File: src/rtl/trap_ctrl.sv
// Machine-mode trap sequencer: accepts ecall/ebreak/mret/interrupt, writes mepc/mstatus/mcause, then redirects.
// Optional macro TRAP_VECTORED_EN enables vectored interrupt targets when mtvec[1:0] == 2'b01.
module trap_ctrl #(
    parameter logic [31:0] INT_CAUSE    = 32'h8000_0007,
    parameter logic [31:0] ECALL_CAUSE  = 32'd11,
    parameter logic [31:0] EBREAK_CAUSE = 32'd3
) (
    input  logic        clk,
    input  logic        rst,
    input  logic        ecall_i,
    input  logic        ebreak_i,
    input  logic        mret_i,
    input  logic        int_flag_i,
    input  logic [31:0] inst_addr_i,
    input  logic        jump_flag_i,
    input  logic [31:0] jump_addr_i,
    input  logic        div_busy_i,
    input  logic        global_int_en_i,
    input  logic [31:0] csr_mtvec_i,
    input  logic [31:0] csr_mepc_i,
    input  logic [31:0] csr_mstatus_i,
    output logic        csr_we_o,
    output logic [31:0] csr_waddr_o,
    output logic [31:0] csr_wdata_o,
    output logic        hold_flag_o,
    output logic        int_assert_o,
    output logic [31:0] int_addr_o
);

    typedef enum logic [2:0] {
        IDLE,
        W_MEPC,
        W_MSTATUS,
        W_MCAUSE,
        W_MRET,
        JUMP
    } state_t;

    localparam logic [31:0] ADDR_MSTATUS = 32'h0000_0300;
    localparam logic [31:0] ADDR_MEPC    = 32'h0000_0341;
    localparam logic [31:0] ADDR_MCAUSE  = 32'h0000_0342;

    state_t      state_q, state_d;
    logic [31:0] cause_q, cause_d;
    logic [31:0] epc_q, epc_d;
    logic        is_int_q, is_int_d;
    logic        is_ret_q, is_ret_d;

    logic        exc_req;
    logic        irq_req;
    logic        any_req;
    logic [31:0] mtvec_base;
    logic [31:0] trap_target;

    assign exc_req    = ecall_i | ebreak_i;
    assign irq_req    = int_flag_i & global_int_en_i & ~div_busy_i;
    assign any_req    = exc_req | mret_i | irq_req;
    assign mtvec_base = {csr_mtvec_i[31:2], 2'b00};

`ifdef TRAP_VECTORED_EN
    // Only interrupts are vectored; synchronous exceptions always land on the base address.
    assign trap_target = (csr_mtvec_i[1:0] == 2'b01 && is_int_q)
                         ? mtvec_base + {INT_CAUSE[29:0], 2'b00}
                         : mtvec_base;
`else
    logic unused_mode_bits;
    assign unused_mode_bits = &{1'b0, csr_mtvec_i[1:0], is_int_q};
    assign trap_target      = mtvec_base;
`endif

    always_ff @(posedge clk or negedge rst) begin
        if (!rst) begin
            state_q  <= IDLE;
            cause_q  <= '0;
            epc_q    <= '0;
            is_int_q <= 1'b0;
            is_ret_q <= 1'b0;
        end else begin
            state_q  <= state_d;
            cause_q  <= cause_d;
            epc_q    <= epc_d;
            is_int_q <= is_int_d;
            is_ret_q <= is_ret_d;
        end
    end

    // Acceptance priority in IDLE: exceptions, then mret, then a qualified interrupt.
    always_comb begin
        state_d  = state_q;
        cause_d  = cause_q;
        epc_d    = epc_q;
        is_int_d = is_int_q;
        is_ret_d = is_ret_q;
        case (state_q)
            IDLE: begin
                if (exc_req) begin
                    state_d  = W_MEPC;
                    cause_d  = ecall_i ? ECALL_CAUSE : EBREAK_CAUSE;
                    epc_d    = inst_addr_i;
                    is_int_d = 1'b0;
                    is_ret_d = 1'b0;
                end else if (mret_i) begin
                    state_d  = W_MRET;
                    is_int_d = 1'b0;
                    is_ret_d = 1'b1;
                end else if (irq_req) begin
                    state_d  = W_MEPC;
                    cause_d  = INT_CAUSE;
                    epc_d    = jump_flag_i ? jump_addr_i : inst_addr_i;
                    is_int_d = 1'b1;
                    is_ret_d = 1'b0;
                end
            end
            W_MEPC:    state_d = W_MSTATUS;
            W_MSTATUS: state_d = W_MCAUSE;
            W_MCAUSE:  state_d = JUMP;
            W_MRET:    state_d = JUMP;
            JUMP:      state_d = IDLE;
            default:   state_d = IDLE;
        endcase
    end

    // Outputs decode the registered state; the IDLE accept into hold is the only input-to-output path.
    always_comb begin
        csr_we_o     = 1'b0;
        csr_waddr_o  = '0;
        csr_wdata_o  = '0;
        int_assert_o = 1'b0;
        int_addr_o   = '0;
        hold_flag_o  = (state_q != IDLE) | (rst & any_req);
        case (state_q)
            W_MEPC: begin
                csr_we_o    = 1'b1;
                csr_waddr_o = ADDR_MEPC;
                csr_wdata_o = epc_q;
            end
            W_MSTATUS: begin
                csr_we_o    = 1'b1;
                csr_waddr_o = ADDR_MSTATUS;
                csr_wdata_o = {csr_mstatus_i[31:8], csr_mstatus_i[3], csr_mstatus_i[6:4],
                               1'b0, csr_mstatus_i[2:0]};
            end
            W_MCAUSE: begin
                csr_we_o    = 1'b1;
                csr_waddr_o = ADDR_MCAUSE;
                csr_wdata_o = cause_q;
            end
            W_MRET: begin
                csr_we_o    = 1'b1;
                csr_waddr_o = ADDR_MSTATUS;
                csr_wdata_o = {csr_mstatus_i[31:8], 1'b1, csr_mstatus_i[6:4],
                               csr_mstatus_i[7], csr_mstatus_i[2:0]};
            end
            JUMP: begin
                int_assert_o = 1'b1;
                int_addr_o   = is_ret_q ? csr_mepc_i : trap_target;
            end
            default: ;
        endcase
    end

endmodule

File: config.mk
export PLATFORM = sky130hd
export DESIGN_NAME = trap_ctrl
export DESIGN_NICKNAME = d
export VERILOG_FILES = /design/src/rtl/trap_ctrl.sv
export SDC_FILE = /design/constraint.sdc
export NUM_CORES = 1
export LEC_CHECK = 0
export ABC_AREA = 1
export BUFFER_PORTS_ARGS = -buffer_cell sky130_fd_sc_hd__buf_4
export CAP_MARGIN = 30
export CORE_AREA = 3 3 103 105
export CTS_CLUSTER_DIAMETER = 100
export DETAILED_ROUTE_END_ITERATION = 10
export DIE_AREA = 0 0 106 108
export PLACE_DENSITY = 0.78
export RECOVER_POWER = 25
export SKIP_CTS_REPAIR_TIMING = 1
export SLEW_MARGIN = 20
export SYNTH_ARGS = -nofsm -noshare
export SYNTH_HDL_FRONTEND = slang
export SYNTH_SLANG_ARGS = --single-unit
export TNS_END_PERCENT = 5
File: constraint.sdc
create_clock -name clk -period 1.5 [get_ports clk]
set_input_delay 0.075 -clock clk [delete_from_list [all_inputs] [get_ports clk]]
set_output_delay 0.075 -clock clk [all_outputs]
set_load 0.01 [all_outputs]
Word-level counts from Yosys, hierarchy flattened
Cells that the tools add are included.
{"block": "classes", "eq_ne": 7, "muxes": 21, "bitwise": 8, "n_reduce_logical": 9}
{"op": "32-bit 2-to-1 mux", "count": 9}
{"op": "32-bit one-hot mux with 4 select lines", "count": 1}
{"op": "10-bit one-hot mux with 3 select lines", "count": 1}
{"op": "3-bit one-hot mux with 4 select lines", "count": 1}
{"op": "3-bit 2-to-1 mux", "count": 3}
{"op": "3-bit by 2-bit == test with 1-bit output (second input constant)", "count": 2}
{"op": "3-bit == test (second input constant)", "count": 2}
{"op": "3-bit nonzero test", "count": 2}
{"op": "1-bit 2-to-1 mux", "count": 5}
{"op": "4-bit 2-to-1 mux", "count": 1}
{"op": "4-bit inequality test (second input constant)", "count": 1}
{"op": "1-bit bitwise OR", "count": 4}
{"op": "2-bit OR reduction", "count": 2}
{"op": "4-bit OR reduction", "count": 1}
{"op": "1-bit bitwise AND", "count": 3}
{"op": "3-bit by 1-bit == test with 1-bit output (second input constant)", "count": 1}
{"op": "3-bit zero test", "count": 1}
{"op": "3-bit AND reduction", "count": 1}
{"op": "2-bit by 1-bit inequality test with 1-bit output (second input constant)", "count": 1}
{"op": "2-bit AND reduction", "count": 1}
{"op": "2-bit nonzero test", "count": 1}
{"op": "1-bit NOT", "count": 1}
{"block": "word_totals", "regBits": 68, "wordCells": 49}

Logic depth before layout (Yosys ltp)
Gate-level depths: netlist of run 1.
{"block": "logic_depth", "word_depth": 6, "mapped_depth": 7, "mapped_depth_nobuf": 7}

Worst setup path before layout of run 1
OpenSTA, ideal clock, no wires.
{"block": "synth_timing", "path_kind": "reg2out", "from": "reg state_q[2]", "to": "out csr_waddr_o[9]", "arrival_ns": 1.293, "required_time_ns": 1.425, "path_slack_ns": 0.132, "path_stages_with_launch": 8, "n_path_buf": 2, "cell_sequence": "dfrtp_1 inv_2 nand2_1 nor2_4 buf_4 inv_1 nand2_1 buf_4"}
{"block": "synth_between", "elab_chain_cells": 3, "word_cells_on_any_way": 6, "cone_classes": "eq/ne: 4; mux: 1; reduce/logical: 1"}
{"element": "start: declaration", "line_no": "43", "text": "state_t state_q, state_d;"}
{"element": "start signal: assignment", "line_no": "79", "text": "state_q <= state_d;"}
{"element": "3-bit == test or 3-bit by 2-bit == test with 1-bit output (tied branches)", "line_no": "131", "text": "case (state_q)"}
{"element": "2-bit OR reduction (no source line)"}
{"element": "10-bit one-hot mux with 3 select lines *", "line_no": "131"}
{"element": "end: declaration", "line_no": "23", "text": "output logic [31:0] csr_waddr_o,"}
Every way passes the cells marked *; elsewhere a longest branch is shown, timed or not.

Worst setup path in the final report of run 1
{"block": "layout_timing", "from": "reg state_q[1]", "to": "out csr_wdata_o[23]"}
{"block": "layout_between", "elab_chain_cells": 2, "word_cells_on_any_way": 5, "cone_classes": "eq/ne: 4; mux: 1"}
{"element": "3-bit == test, or another cell as far along", "line_no": "131"}
{"element": "32-bit one-hot mux with 4 select lines *", "line_no": "131"}
{"element": "end: declaration", "line_no": "24", "text": "output logic [31:0] csr_wdata_o,"}
Marked as above.

==> out/metrics.sh, run 1 <==
DRV_CAP=0
ROUTE.VIAS.TOTAL=4266
AREA.GROWTH.SYNTH_TO_FINAL_PCT=72.5
WORSTPATHMAXFANOUT=7
PLACED_AREA_SQ_UM=5140
PATH_CELLS='inv_2 > nand2_4 > nor2_4 > buf_12 > buf_4 > buf_4 > nand2_1 > nand2_1 > buf_6'
SYNTH_MOST_COMMON_CELL='nand2_1'
LAUNCHING_ELEMENT_TYPE_OF_THE_CRITICAL_PATH='register'
FIRST_ITER_VIOLATIONS=251
CP_DATA_REQUIRED_TIME_NS=1.42
SYNTHESIS.INSTANCES=546
WEIGHTED_CONGESTION_AT_THE_END_OF_ROUTABILITY_DRIVEN_GLOBAL_PLACEMENT=0.813
IR_WORST_VDD_uV=787
HPWL_MICRONS=9510
GRT_ANTENNA_BEFORE_REPAIR=0
DIE_WIDTH_MICRONS=106
POST_ROUTE_CLOCK_SKEW_NS=0.00395
PIN_COUNT=268
WORST-SLEW-PIN-TRANSITION_NS=0.658
COMBINATIONALPOWERSHARE=0.692
TOTAL_SWITCHING_POWER_W=0.00400
ROUTE.DETAILED.VIAS_PER_INST=4.62
SYNTH_AREA_LEADER_CELL='nand2_1'
SYNTH.TOP_CELLS.BY_COUNT='305 x nand2_1, 77 x nand3_1, 39 x dfrtp_1'
TRITONCTS.NUM_BUFFERS=5
FINALWORSTPATHREQUIREDPERIOD_NS=1.68
WORST_SETUP_SLACK_FOR_REGISTER_TO_REGISTER_PATHS_NS=0.10
CP_DATA_ARRIVAL_TIME_NS=1.60
SW_FRAC_OF_TOTAL=0.442
INITIAL_CORE_UTIL=0.336
CTS.HTREE.LEVELS=2
YOSYS_REGISTER_BITS=39
SYNTH-EDFF-COUNT=0
VIAS_IN_THE_FIRST_GLOBAL_ROUTE=3701
FINISH.NET_COUNT=959
DIE_H_MICRONS=108
ROUTEDWLPERCELL_MICRONS=14.3
SYNTH_TOP_AREA_SHARE=0.351
WORSTHOLDPATHTYPE='in2reg'
DRC_ERRORS=0
TIMING.FINAL.CRIT_SHARE=1.12
GRT_REMAINING_OVERFLOW=0
CLOCKBUFFERDEPTH=2
NUMPORTBUFFERS=238
CELLINTERNALPOWER_W=0.00506
TOTAL_WIRELENGTH_MICRONS=13200
TRITONCTS='done'
TIMING_WORST_SETUP_PATH_TYPE='reg2out'
FINAL-SETUP-VIOL-COUNT=70
SYNTH.YOSYS.SEQ_AREA_SHARE=0.299
POWER.SHARE.CLOCK=0.097
GRT_START_MAX_NET_PINS=36
SYNTH_AREA_PER_CELL_SQ_UM=5.98
FINAL_HOLD_VIOL_COUNT=0
TIMING.CRITICAL_PATH.TO_TYPE='primary output'
CLOCK_LATENCY_NS=0.29
CLOCK-SINKS=39
STATIC-LEAKAGE-POWER_nW=3.22
DRIVE_ABOVE_1_SHARE=0.417
FINISHED_LAYOUT_CELL_AREA_SQ_UM=5630
POST_SYNTH_NUM_CELL_TYPES=24
FAILED_CHECKS='negative setup slack'
CLKTRANSATPATHREGS_NS=0.08
GRTUSAGETOTAL=0.200
PWR_DENSITY_nW_PER_UM2=1610
CLK_ROOT_BUFFER_CELL='clkbuf_8'
CRITPATHSLOWESTCELL='dfrtp_2'
LAYOUT.CORE_UTILIZATION=0.579
SLEW-LIMIT-HEADROOM=0.561
FIRSTDRTPASSITERS=4
OUTCOME='finished with violations'
PLACEABLECOREAREA_SQ_UM=9730
SYN-CELL-AREA_SQ_UM=3260
SYNTHTOPCELLSBYAREA='nand2_1 35%, dfrtp_1 30%, nand3_1 12%'
FLOORPLAN.DIE_AREA_SQ_UM=11400
FINAL_SETUP_SLACK_OF_THE_WORST_PATH_NS=-0.177
ROW_COUNT=36
DRTANTENNAVIOLNETS=0
YOSYS_WARNINGS=0
YS.FLOP_TYPE='dfrtp_1'
LARGEST_STAGE_DELAY_WORST_PATH_NS=0.45
RSZ0062_AT_GRT='true'
CLOCK.FMAX_MHz=596
REPORT.FINAL.SLEW_VIOL_COUNT=0
INSERTEDDIODECOUNT=0
SEQPWRFRAC=0.211
PROPORTION_OF_REGISTER_BITS_WITH_ASYNCHRONOUS_SET_OR_RESET_AFTER_SYNTHESIS=1.00
FIRST_PASS_GRT_WIRE_LENGTH_MICRONS=18600
-- worst paths after layout --
path	from	endpoint	cells after the start
min in group asynchronous	rst	epc_q[15]$_DFFE_PN0P_	2
worst max register to register	state_q[0]$_DFFE_PN0P_	epc_q[10]$_DFFE_PN0P_	7
worst min-delay path	ecall_i	cause_q[3]$_DFFE_PN0P_	3
max in group asynchronous	rst	state_q[0]$_DFFE_PN0P_	3
worst max-delay path	state_q[1]$_DFFE_PN0P_	csr_wdata_o[23]	9
worst min register to register	cause_q[1]$_DFFE_PN0P_	cause_q[1]$_DFFE_PN0P_	2
-- cell families after synthesis --
kind of cell / share of synthesized area
other cells: 0.00115
flops: 0.299
compound gates: 0.0498
buf+inv: 0.139
simple gates: 0.511
-- worst max-delay path: cells and delay by family (launching register included) --
kind | cells | cell delay, ns
buf+inv | 5 | 0.55
flops | 1 | 0.45
simple gates | 4 | 0.31
-- final cells by class --
type / count / area (sq um)
Multi-Input combinational cell: 457 / 2060
Sequential cell: 39 / 978
Inverter: 13 / 53.8
Tap cell: 133 / 166
Timing Repair Buffer: 274 / 2260
Fill cell: 930 / 4100
Clock buffer: 5 / 68.8
Clock inverter: 3 / 43.8
-- power by group through the flow --
stage               combinational (W)  clock, W  sequential [W]
floorplan                     0.00295         0         0.00178
finish                        0.00627  0.000883         0.00191
global placement              0.00513         0         0.00187
detailed placement            0.00519         0         0.00187
CTS                           0.00521  0.000890         0.00187
global route                  0.00678  0.000938         0.00197
-- registers in the layout, indices dropped and copies added (netlist names) --
| name | cells |
|---|---|
| is_ret_q | 1 |
| epc_q | 32 |
| cause_q | 3 |
| state_q | 3 |
-- metrics by stage --
step	hold slack, ns	setup WS, ns	std cells	total power [W]	TNS [ns]
floorplan	-0.221	0.132	572	0.00473	0
global placement	-0.0614	0.103	899	0.00700	0
detailed placement	-0.0621	0.0769	899	0.00706	0
CTS	-0.383	-0.249	907	0.00797	-10.00
global route	0.0906	-0.227	924	0.00969	-11.45
finish	0.0774	-0.177	924	0.00906	-7.15
-- layer usage --
layer | vias up | wire length [microns] | track usage
li1 | 2148 | - | -
met1 | 1922 | 5350 | 0.257
met2 | 181 | 6730 | 0.349
met3 | 15 | 1020 | 0.0442
met4 | 0 | 143 | 0.0379
met5 | - | 0 | 0
-- cells in the final DEF, fill, tap and decap left out, types with 2 or more instances in the layout --
| cell | n |
|---|---|
| buf_6 | 5 |
| nor2_4 | 4 |
| a21oi_1 | 12 |
| a21oi_2 | 18 |
| inv_1 | 7 |
| nand4_1 | 2 |
| nand2_1 | 296 |
| buf_4 | 254 |
| nor2_1 | 2 |
| nand2_4 | 4 |
| nor2_2 | 2 |
| nand3_4 | 2 |
| inv_2 | 4 |
| conb_1 | 27 |
| nand3_1 | 75 |
| clkbuf_8 | 5 |
| dfrtp_2 | 2 |
| inv_4 | 2 |
| buf_12 | 9 |
| clkbuf_16 | 4 |
| dfrtp_1 | 37 |
| nand2_2 | 8 |
(Power assumes the default switching activity.)
==> inputs of run 2 (changes only) <==
Clock period 1.5 ns to 1.7 ns, I/O delays scaled along.
==> out/metrics.sh, run 2 (synthesized netlist as in run 1, its figures left out) <==
FINALNONFILLERCELLS=911  # -1.4%
WORST-SLEW-PIN-TRANSITION_NS=0.801  # +0.144 ns
PLACEDCELLCOUNT=893  # -0.67%
MAX_FFS_PER_REGISTER=32  # unchanged
PLACED_AREA_SQ_UM=5060  # -1.6%
OUTCOME='finished with violations'
MET3_USAGE=0.0460  # +0.00179
TIMING_WORST_SETUP_PATH_TYPE='reg2out'
REGMOSTFLOPS='epc_q'
GR_PEAK_LAYER='met2'
POWER.SHARE.CLOCK=0.105  # +0.008
CLOCK.FMAX_MHz=552
TIMING.CRITICAL_PATH.TO_TYPE='primary output'
FINISH.NET_COUNT=946  # -1.4%
FLOORPLAN.DIE_AREA_SQ_UM=11400  # unchanged
GRT_REMAINING_OVERFLOW=0  # unchanged
PWR_DENSITY_nW_PER_UM2=1400  # -13%
HPWL_MICRONS=9370  # -1.5%
IR_WORST_VDD_uV=652  # -17%
BIGGEST_REGISTERS_AFTER_LAYOUT='epc_q: 32 flops, cause_q: 3 flops, state_q: 3 flops'
FIRST_PASS_GRT_WIRE_LENGTH_MICRONS=18400  # -1.2%
ROUTEDWLPERCELL_MICRONS=14.0  # -2.5%
DIE_WIDTH_MICRONS=106  # unchanged
WEIGHTED_CONGESTION_AT_THE_END_OF_ROUTABILITY_DRIVEN_GLOBAL_PLACEMENT=0.830  # +2.2%
REPORT.FINAL.SLEW_VIOL_COUNT=0  # unchanged
FINISHED_LAYOUT_CELL_AREA_SQ_UM=5460  # -3.0%
VIAS_IN_THE_FIRST_GLOBAL_ROUTE=3709  # +0.22%
TRITONCTS='done'
FAILED_CHECKS='negative setup slack'
WORSTHOLDPATHTYPE='in2reg'
GRT_ANTENNA_BEFORE_REPAIR=0  # unchanged
WORSTPATHMAXFANOUT=8  # +1
ROW_COUNT=36  # unchanged
GRTUSAGETOTAL=0.196  # -0.00371
INITIAL_CORE_UTIL=0.336  # unchanged
CLKTRANSATPATHREGS_NS=0.08  # about the same
CLOCK_LATENCY_NS=0.29  # about the same
CELLINTERNALPOWER_W=0.00425  # -16%
CP_DATA_REQUIRED_TIME_NS=1.62  # +0.20 ns
AREA.GROWTH.SYNTH_TO_FINAL_PCT=67.3
GRT_START_MAX_NET_PINS=36  # unchanged
FINALWORSTPATHREQUIREDPERIOD_NS=1.81
LAYOUT.CORE_UTILIZATION=0.561  # -0.0174
GROUTE.LAYER.MET1.USAGE=0.247  # -0.00963
SEQPWRFRAC=0.225  # +0.014
MOST-COMMON-LAYOUT-CELLS='274 x nand2_1, 235 x buf_4, 75 x nand3_1'
CTS.HTREE.LEVELS=2  # unchanged
INSERTEDDIODECOUNT=0  # unchanged
SW_FRAC_OF_TOTAL=0.443  # +0.000816
FINAL-SETUP-VIOL-COUNT=35  # -50%
LAYOUT.CELLS.MOST_COMMON='nand2_1'
DRV_CAP=0  # unchanged
STATIC-LEAKAGE-POWER_nW=3.15  # -2.3%
DRC_ERRORS=0  # unchanged
CLOCK-SINKS=39  # unchanged
CLOCKBUFFERDEPTH=2  # unchanged
ROUTE.VIAS.TOTAL=4170  # -2.3%
PLACEABLECOREAREA_SQ_UM=9730  # unchanged
SLEW-LIMIT-HEADROOM=0.466  # -0.0958
POST_ROUTE_CLOCK_SKEW_NS=0.00960  # +0.00565 ns
CP_DATA_ARRIVAL_TIME_NS=1.73  # +0.13 ns
TOTAL_WIRELENGTH_MICRONS=12700  # -3.9%
FINAL_HOLD_VIOL_COUNT=0  # unchanged
DRTANTENNAVIOLNETS=0  # unchanged
GROUTE.LAYER.MET2.USAGE=0.349  # unchanged
FIRSTDRTPASSITERS=4  # unchanged
TIMING.FINAL.CRIT_SHARE=1.07
ROUTE.DETAILED.VIAS_PER_INST=4.58  # -0.86%
TOTAL_SWITCHING_POWER_W=0.00338  # -16%
FIRST_ITER_VIOLATIONS=250  # -0.40%
RSZ0062_AT_GRT='true'
DIE_H_MICRONS=108  # unchanged
LAUNCHING_ELEMENT_TYPE_OF_THE_CRITICAL_PATH='register'
FINAL_SETUP_SLACK_OF_THE_WORST_PATH_NS=-0.113  # +0.0637 ns
PIN_COUNT=268  # unchanged
DRIVE_ABOVE_1_SHARE=0.409  # -0.00845
NUMPORTBUFFERS=238  # unchanged
TRITONCTS.NUM_BUFFERS=5  # unchanged
COMBINATIONALPOWERSHARE=0.670  # -0.022
CLK_ROOT_BUFFER_CELL='clkbuf_8'
-- run 2: cell types whose count changed in the layout (fill, tap and decap cells not counted), sizes merged --
cell    change
buf        -13
clkbuf      +1
clkinv      -1
-- run 2: path summary, 6_finish.rpt --
| kind | startpoint | end | slack [ns] | cells after the start |
|---|---|---|---|---|
| max | state_q[2]$_DFFE_PN0P_ | csr_wdata_o[18] | -0.11 | 7 |
| min | inst_addr_i[17] | epc_q[17]$_DFFE_PN0P_ | 0.09 | 5 |
| max reg2reg | state_q[2]$_DFFE_PN0P_ | epc_q[29]$_DFFE_PN0P_ | 0.16 | 7 |
| min reg2reg | cause_q[2]$_DFFE_PN0P_ | cause_q[2]$_DFFE_PN0P_ | 0.48 | 2 |
| max in group asynchronous | rst | state_q[2]$_DFFE_PN0P_ | 0.33 | 3 |
| min in group asynchronous | rst | epc_q[15]$_DFFE_PN0P_ | 0.40 | 2 |
-- run 2: through the flow --
stage	hold slack, ns	total power, W	setup slack [ns]	setup TNS (ns)
after floorplan	-0.211	0.00417	0.322	0
after global placement	-0.0548	0.00603	0.242	0
after detailed placement	-0.0525	0.00608	0.201	0
after CTS	-0.369	0.00690	-0.0938	-1.14
after global routing	0.0954	0.00824	-0.190	-5.78
final	0.0926	0.00763	-0.113	-2.55
-- run 2: power groups by stage --
| stage | combinational, W | sequential (W) | clock [W] |
|---|---|---|---|
| floorplan | 0.00260 | 0.00157 | 0 |
| global placement | 0.00437 | 0.00166 | 0 |
| detailed placement | 0.00443 | 0.00166 | 0 |
| CTS | 0.00443 | 0.00165 | 0.000817 |
| global route | 0.00561 | 0.00177 | 0.000860 |
| finish | 0.00511 | 0.00172 | 0.000803 |
-- run 2: layout make-up --
class	instances	area, sq um
Multi-Input combinational cell	457	2020
Inverter	13	53.8
Tap cell	133	166
Sequential cell	39	978
Timing Repair Buffer	261	2120
Clock inverter	2	35.0
Fill cell	978	4270
Clock buffer	6	82.6
-- run 2: critical path: stages (launching register included) --
cell       delay [ns]
dfrtp_2          0.46
inv_4            0.10
nand2_4          0.07
nor2_4           0.32
clkbuf_16        0.25
nand2_2          0.07
nand2_2          0.07
buf_6            0.09
-- run 2: layer usage --
metal  vias up  routed length [microns]
met5         -                        0
met4         0                      110
met3         8                     1090
met1      1874                     5090
met2       169                     6440
li1       2119                        -
